===== src/rtl/bcd_disp_pkg.sv =====
// Shared types and segment patterns for the BCD scan display.
// Segment patterns are active-low: bit0=a .. bit6=g, bit7=dp (always off).
package bcd_disp_pkg;

    typedef logic [3:0] bcd_t;

    localparam bcd_t       BCD_MAX   = 4'd9;
    localparam logic [7:0] SEG_BLANK = 8'hFF;
    localparam logic [7:0] SEG_LUT [0:9] = '{
        8'hC0, 8'hF9, 8'hA4, 8'hB0, 8'h99,
        8'h92, 8'h82, 8'hF8, 8'h80, 8'h90
    };

endpackage


===== src/rtl/bcd_scan_counter_seg7.sv =====
// Combinational BCD to active-low 7-segment decoder (module seg7_decode).
// Non-decimal codes 10..15 show blank.
module seg7_decode
    import bcd_disp_pkg::*;
(
    input  bcd_t       bcd,
    output logic [7:0] seg
);

    always_comb begin
        seg = SEG_BLANK;
        if (bcd <= BCD_MAX) begin
            seg = SEG_LUT[bcd];
        end
    end

endmodule


===== src/rtl/bcd_scan_counter.sv =====
// N-digit BCD up/down counter with prescaled tick and multiplexed 7-segment scan.
// Define BCD_SCAN_LZB_EN to blank leading zeros on the display (value/wrap unaffected).
module bcd_scan_counter
    import bcd_disp_pkg::*;
#(
    parameter int DIGITS   = 4,
    parameter int TICK_DIV = 1,
    parameter int SCAN_DIV = 1
) (
    input  logic                  clock,
    input  logic                  reset,
    input  logic                  en,
    input  logic                  up_dn,
    input  logic                  clr,
    output logic [4*DIGITS-1:0]   value,
    output logic                  wrap,
    output logic [DIGITS-1:0]     sela,
    output logic [7:0]            seg
);

    localparam int TW = (TICK_DIV > 1) ? $clog2(TICK_DIV) : 1;
    localparam int SW = (SCAN_DIV > 1) ? $clog2(SCAN_DIV) : 1;
    localparam int IW = (DIGITS > 1) ? $clog2(DIGITS) : 1;
    localparam logic [TW-1:0] TICK_LAST = TW'(TICK_DIV - 1);
    localparam logic [SW-1:0] SCAN_LAST = SW'(SCAN_DIV - 1);
    localparam logic [IW-1:0] IDX_LAST  = IW'(DIGITS - 1);

    bcd_t [DIGITS-1:0] digits_q, digits_d;
    logic [TW-1:0]     tick_cnt_q, tick_cnt_d;
    logic [SW-1:0]     scan_cnt_q, scan_cnt_d;
    logic [IW-1:0]     scan_idx_q, scan_idx_d;
    logic              wrap_q, wrap_d;
    logic [DIGITS-1:0] sela_q, sela_d;
    logic [7:0]        seg_q, seg_d;

    logic       tick;
    logic       carry;
    logic       blank;
    bcd_t       cur_digit;
    logic [7:0] dec_seg;

    // Count path: carry/borrow ripples upward; surviving carry means full-range rollover.
    always_comb begin
        tick       = en && (tick_cnt_q == TICK_LAST);
        tick_cnt_d = tick_cnt_q;
        digits_d   = digits_q;
        carry      = 1'b1;
        wrap_d     = 1'b0;
        if (clr) begin
            tick_cnt_d = '0;
            digits_d   = '0;
        end else if (tick) begin
            tick_cnt_d = '0;
            for (int i = 0; i < DIGITS; i++) begin
                if (carry) begin
                    if (up_dn) begin
                        if (digits_q[i] == BCD_MAX) begin
                            digits_d[i] = 4'd0;
                        end else begin
                            digits_d[i] = digits_q[i] + 4'd1;
                            carry       = 1'b0;
                        end
                    end else begin
                        if (digits_q[i] == 4'd0) begin
                            digits_d[i] = BCD_MAX;
                        end else begin
                            digits_d[i] = digits_q[i] - 4'd1;
                            carry       = 1'b0;
                        end
                    end
                end
            end
            wrap_d = carry;
        end else if (en) begin
            tick_cnt_d = tick_cnt_q + 1'b1;
        end
    end

    always_comb begin
        scan_cnt_d = scan_cnt_q + 1'b1;
        scan_idx_d = scan_idx_q;
        if (scan_cnt_q == SCAN_LAST) begin
            scan_cnt_d = '0;
            scan_idx_d = (scan_idx_q == IDX_LAST) ? '0 : scan_idx_q + 1'b1;
        end
    end

    assign cur_digit = digits_q[scan_idx_q];

    seg7_decode u_seg7_decode (
        .bcd (cur_digit),
        .seg (dec_seg)
    );

    always_comb begin
`ifdef BCD_SCAN_LZB_EN
        // Blank when this position and every higher one are zero; digit 0 always shows.
        blank = (scan_idx_q != '0);
        for (int i = 0; i < DIGITS; i++) begin
            if ((i >= int'(scan_idx_q)) && (digits_q[i] != 4'd0)) begin
                blank = 1'b0;
            end
        end
`else
        blank = 1'b0;
`endif
        sela_d             = '1;
        sela_d[scan_idx_q] = 1'b0;
        seg_d              = blank ? SEG_BLANK : dec_seg;
    end

    always_ff @(posedge clock) begin
        if (!reset) begin
            digits_q   <= '0;
            tick_cnt_q <= '0;
            scan_cnt_q <= '0;
            scan_idx_q <= '0;
            wrap_q     <= 1'b0;
            sela_q     <= '1;
            seg_q      <= SEG_BLANK;
        end else begin
            digits_q   <= digits_d;
            tick_cnt_q <= tick_cnt_d;
            scan_cnt_q <= scan_cnt_d;
            scan_idx_q <= scan_idx_d;
            wrap_q     <= wrap_d;
            sela_q     <= sela_d;
            seg_q      <= seg_d;
        end
    end

    assign value = digits_q;
    assign wrap  = wrap_q;
    assign sela  = sela_q;
    assign seg   = seg_q;

endmodule


===== config.mk =====
export PLATFORM = sky130hd
export DESIGN_NAME = bcd_scan_counter
export DESIGN_NICKNAME = d
export VERILOG_FILES = /design/src/rtl/bcd_disp_pkg.sv /design/src/rtl/bcd_scan_counter_seg7.sv /design/src/rtl/bcd_scan_counter.sv
export SDC_FILE = /design/constraint.sdc
export NUM_CORES = 1
export LEC_CHECK = 0
export BUFFER_PORTS_ARGS = -buffer_cell sky130_fd_sc_hd__clkbuf_2
export CAP_MARGIN = 20
export CORE_AREA = 2 2 65 67
export CTS_CLUSTER_SIZE = 25
export DETAILED_ROUTE_END_ITERATION = 8
export DIE_AREA = 0 0 67 69
export GPL_TIMING_DRIVEN = 0
export PLACE_DENSITY = 0.76
export SYNTH_ARGS = -nofsm -noshare
export SYNTH_HDL_FRONTEND = slang
export SYNTH_HIERARCHICAL = 1
export SYNTH_SLANG_ARGS = --single-unit

===== constraint.sdc =====
create_clock -name clock -period 2.6 [get_ports clock]
set_clock_uncertainty 0.05 [all_clocks]
set_input_delay 0.13 -clock clock [delete_from_list [all_inputs] [get_ports clock]]
set_output_delay 0.13 -clock clock [all_outputs]
set_load 0.01 [all_outputs]

==> results by group <==
Status
  • Outcome: finished clean

Clocking
  • CTS H-tree depth: 2
  • Clk slew on worst S/H paths: 0.07 ns
  • Num CTS Buffers: 5
  • CTS sink count: 33
  • Worst-Skew Late Latency: 0.29 ns
  • Clock Path Buffers: 2
  • Post-CTS resize count: 0
  • Root Driver: clkbuf_8
  • CTS tree: done

Place
  • Placed insts: 333
  • I/O Buffers: 33
  • Hpwl dp: 3.31 mm
  • DP Worst Slack: 0.247 ns
  • Gpl congestion: 0.855
  • Post-placement cell area: 2320 sq um

STA
  • RSZ-0062 raised after global routing: no
  • Period utilisation layout: 90.6%
  • Worst-Margin Slew: 0.532 ns
  • Hold WS: 0.0311 ns
  • Final setup TNS: 0 ns
  • Final min period: 2.35 ns
  • Max-Slew Margin vs Limit: 64.6%
  • Slew Limit Fails: 0
  • Fin. Hold Viols: 0
  • Fin worst setup slack: 0.246 ns
  • Fmax: 425 MHz
  • Setup Viol. Count Final: 0

Global routing
  • Gr ovfl total: 0
  • First-pass GRT wire length: 7.51 mm
  • Initial antenna violation count: 0
  • Largest net degree at the start of global routing: 11
  • Vias in the first global route: 1678
  • All-Layer GR Usage: 20.9%

Yosys
  • Share of Yosys cell area claimed by the top area cell type: 31.6%
  • Area leader, netlist: dfxtp_1
  • Post-Syn Nets: 264
  • Ys Warns: 6
  • Seq cells post-synth: 33
  • Top cells by area, synth: dfxtp_1 (32%), ha_1 (5.4%), a21oi_1 (4.1%)
  • Sequential element share of the synthesized area: 31.6%
  • Synth top cells by count: dfxtp_1 (33), nor2_1 (19), a21oi_1 (17)
  • Synthesized instance count: 250
  • Most common cell in the netlist: dfxtp_1
  • Async set-or-reset flop fraction in the synthesized netlist: 0%
  • Avg Inst Size Synth: 8.37 sq um
  • Dominant synthesized flop cell: dfxtp_1
  • Syn Std Cell Area: 2090 sq um
  • Unique masters post-synth: 59
  • EDFF count, synth: 0

Floorplanning
  • Core ar.: 3910 sq um
  • Die area: 4620 sq um
  • Die Ht: 69 um
  • Core Rows: 23
  • Top Ports: 34
  • Overall die width: 67 um
  • Initial core utilization: 53.5%

Finish
  • Diode count: 0
  • Seq. cell area: 661 sq um
  • Non-filler instance count after layout: 342
  • Area Overhead vs Synth: 16.2%
  • Multi-input logic area: 1280 sq um
  • Filler Cells Inserted: 370
  • Final net count: 305
  • Post-layout instance area: 2430 sq um
  • Layout cells sized above 1: 22.6%

Drt
  • Final ANT Viol Nets: 0
  • Initial DRC Count: 116
  • DRC: 0
  • Via-to-Cell Ratio: 5.58
  • First-pass DRT Iterations: 4
  • Via count: 1909
  • Final wirelength: 4.47 mm
  • Wirelength per Cell: 13.1 um

Worst setup path
  • Startpoint types: flip-flop
  • Slowest stage cell, crit path: mux4_2
  • Crit-path max cell delay: 0.59 ns
  • Required @ worst endpoint: 2.73 ns
  • Crit path buffers/inverters: 2
  • Ordered list of cells on the worst path: clkbuf_1, mux4_2, inv_1, ha_1, o21bai_1, a22oi_2, o21ai_1, nand2b_1
  • Crit path DAT: 2.48 ns
  • Endpoint class of the critical path: flip-flop
  • Crit Path Max Fanout: 6
  • CP top delay family: multiplexers
  • Critical path start-end classification: reg -> reg

Power and ir drop
  • Worst VDD drop: 0.242 mV
  • Cell-internal power: 0.000835 W
  • Flop pwr share: 47.1%
  • Sw Pwr: 0.000297 W
  • Power Dens Cells: 466 nW/um^2
  • Leak Pwr: 0.982 nW
  • Clk pwr share: 37.7%
  • Comb power frac: 15.2%
  • Switching share of total power: 26.2%

Run
  • Max Cap Violations: 0

Hold path
  • Worst min-delay path class: in -> reg
-- metrics by stage --
stage / util (%) / total power (W)
after floorplan: - / 0.000669
after global placement: 59.3 / 0.000712
after detailed placement: 59.3 / 0.000715
after CTS: 62.1 / 0.00115
after global routing: 62.1 / 0.00120
final: 62.1 / 0.00113
-- power groups by stage --
stage / Clock [W] / Combinational (W) / Sequential [W]
global placement: 0 / 0.000167 / 0.000544
CTS: 0.000440 / 0.000171 / 0.000534
floorplan: 0 / 0.000116 / 0.000552
finish: 0.000427 / 0.000172 / 0.000534
global route: 0.000469 / 0.000193 / 0.000536
detailed placement: 0 / 0.000170 / 0.000545
-- repair_timing --
action	4_1_cts	5_1_grt
buffers inserted	0	0
hold buffers	1	0
endpoints found under the hold margin	1	0
-- cell type report --
class | count | share of cell area [%]
clock buffer | 7 | 3.96
clock inverter | 1 | 0.206
tap | 50 | 2.57
timing repair buffer | 34 | 7.21
multi-input combinational | 183 | 52.5
sequential | 33 | 27.2
inverter | 9 | 1.39
buffer | 25 | 4.99
-- layout by cell type (no fill, tap or decap), types with 7 or more instances in the layout --
master     n
a21oi_1   17
clkbuf_8   7
nor2b_1    8
nand2b_1  10
nor2_1    19
o21ai_0   13
inv_1      9
clkbuf_2  33
nand2_1   13
ha_1       9
clkbuf_1  14
dfxtp_1   33
buf_2      7
-- sequential cells by signal (all words and copies together), names as in the netlist --
name        cells
scan_idx_q      2
value          16
wrap            1
scan_cnt_q      1
seg             8
sela            4
tick_cnt_q      1
-- worst paths after layout --
kind              depth (start not counted)          start          to  slack [ns]
hold / removal                            2          reset      seg[0]        0.03
setup reg to reg                          8  scan_idx_q[1]      seg[3]        0.25
hold reg to reg                           1     tick_cnt_q  tick_cnt_q        0.46
setup / recovery                          8  scan_idx_q[1]      seg[3]        0.25
-- logic make-up (layout without fill, tap and decap cells) --
family                   after synthesis  in the layout  share of synthesized area, %
XOR/XNOR                               7              7                          2.93
AND/OR/NAND/NOR                       90             90                          24.0
buffers and inverters                 34             76                          7.42
other                                  2              2                         0.359
AO/OA/AOI/OAI                         67             67                          21.8
adder cells (fa/ha/maj)                9              9                          5.38
flip-flops                            33             33                          31.6
multiplexers                           8              8                          6.46
-- metal layers --
layer | track usage, % | vias to the layer above | part of all wire [%]
li1 | - | 978 | -
met1 | 27.7 | 870 | 45
met2 | 32.5 | 55 | 47
met3 | 4.73 | 6 | 5.8
met4 | 8.39 | 0 | 1.8
met5 | 0 | - | 0
Note: power is estimated with default switching activity, not from simulation.
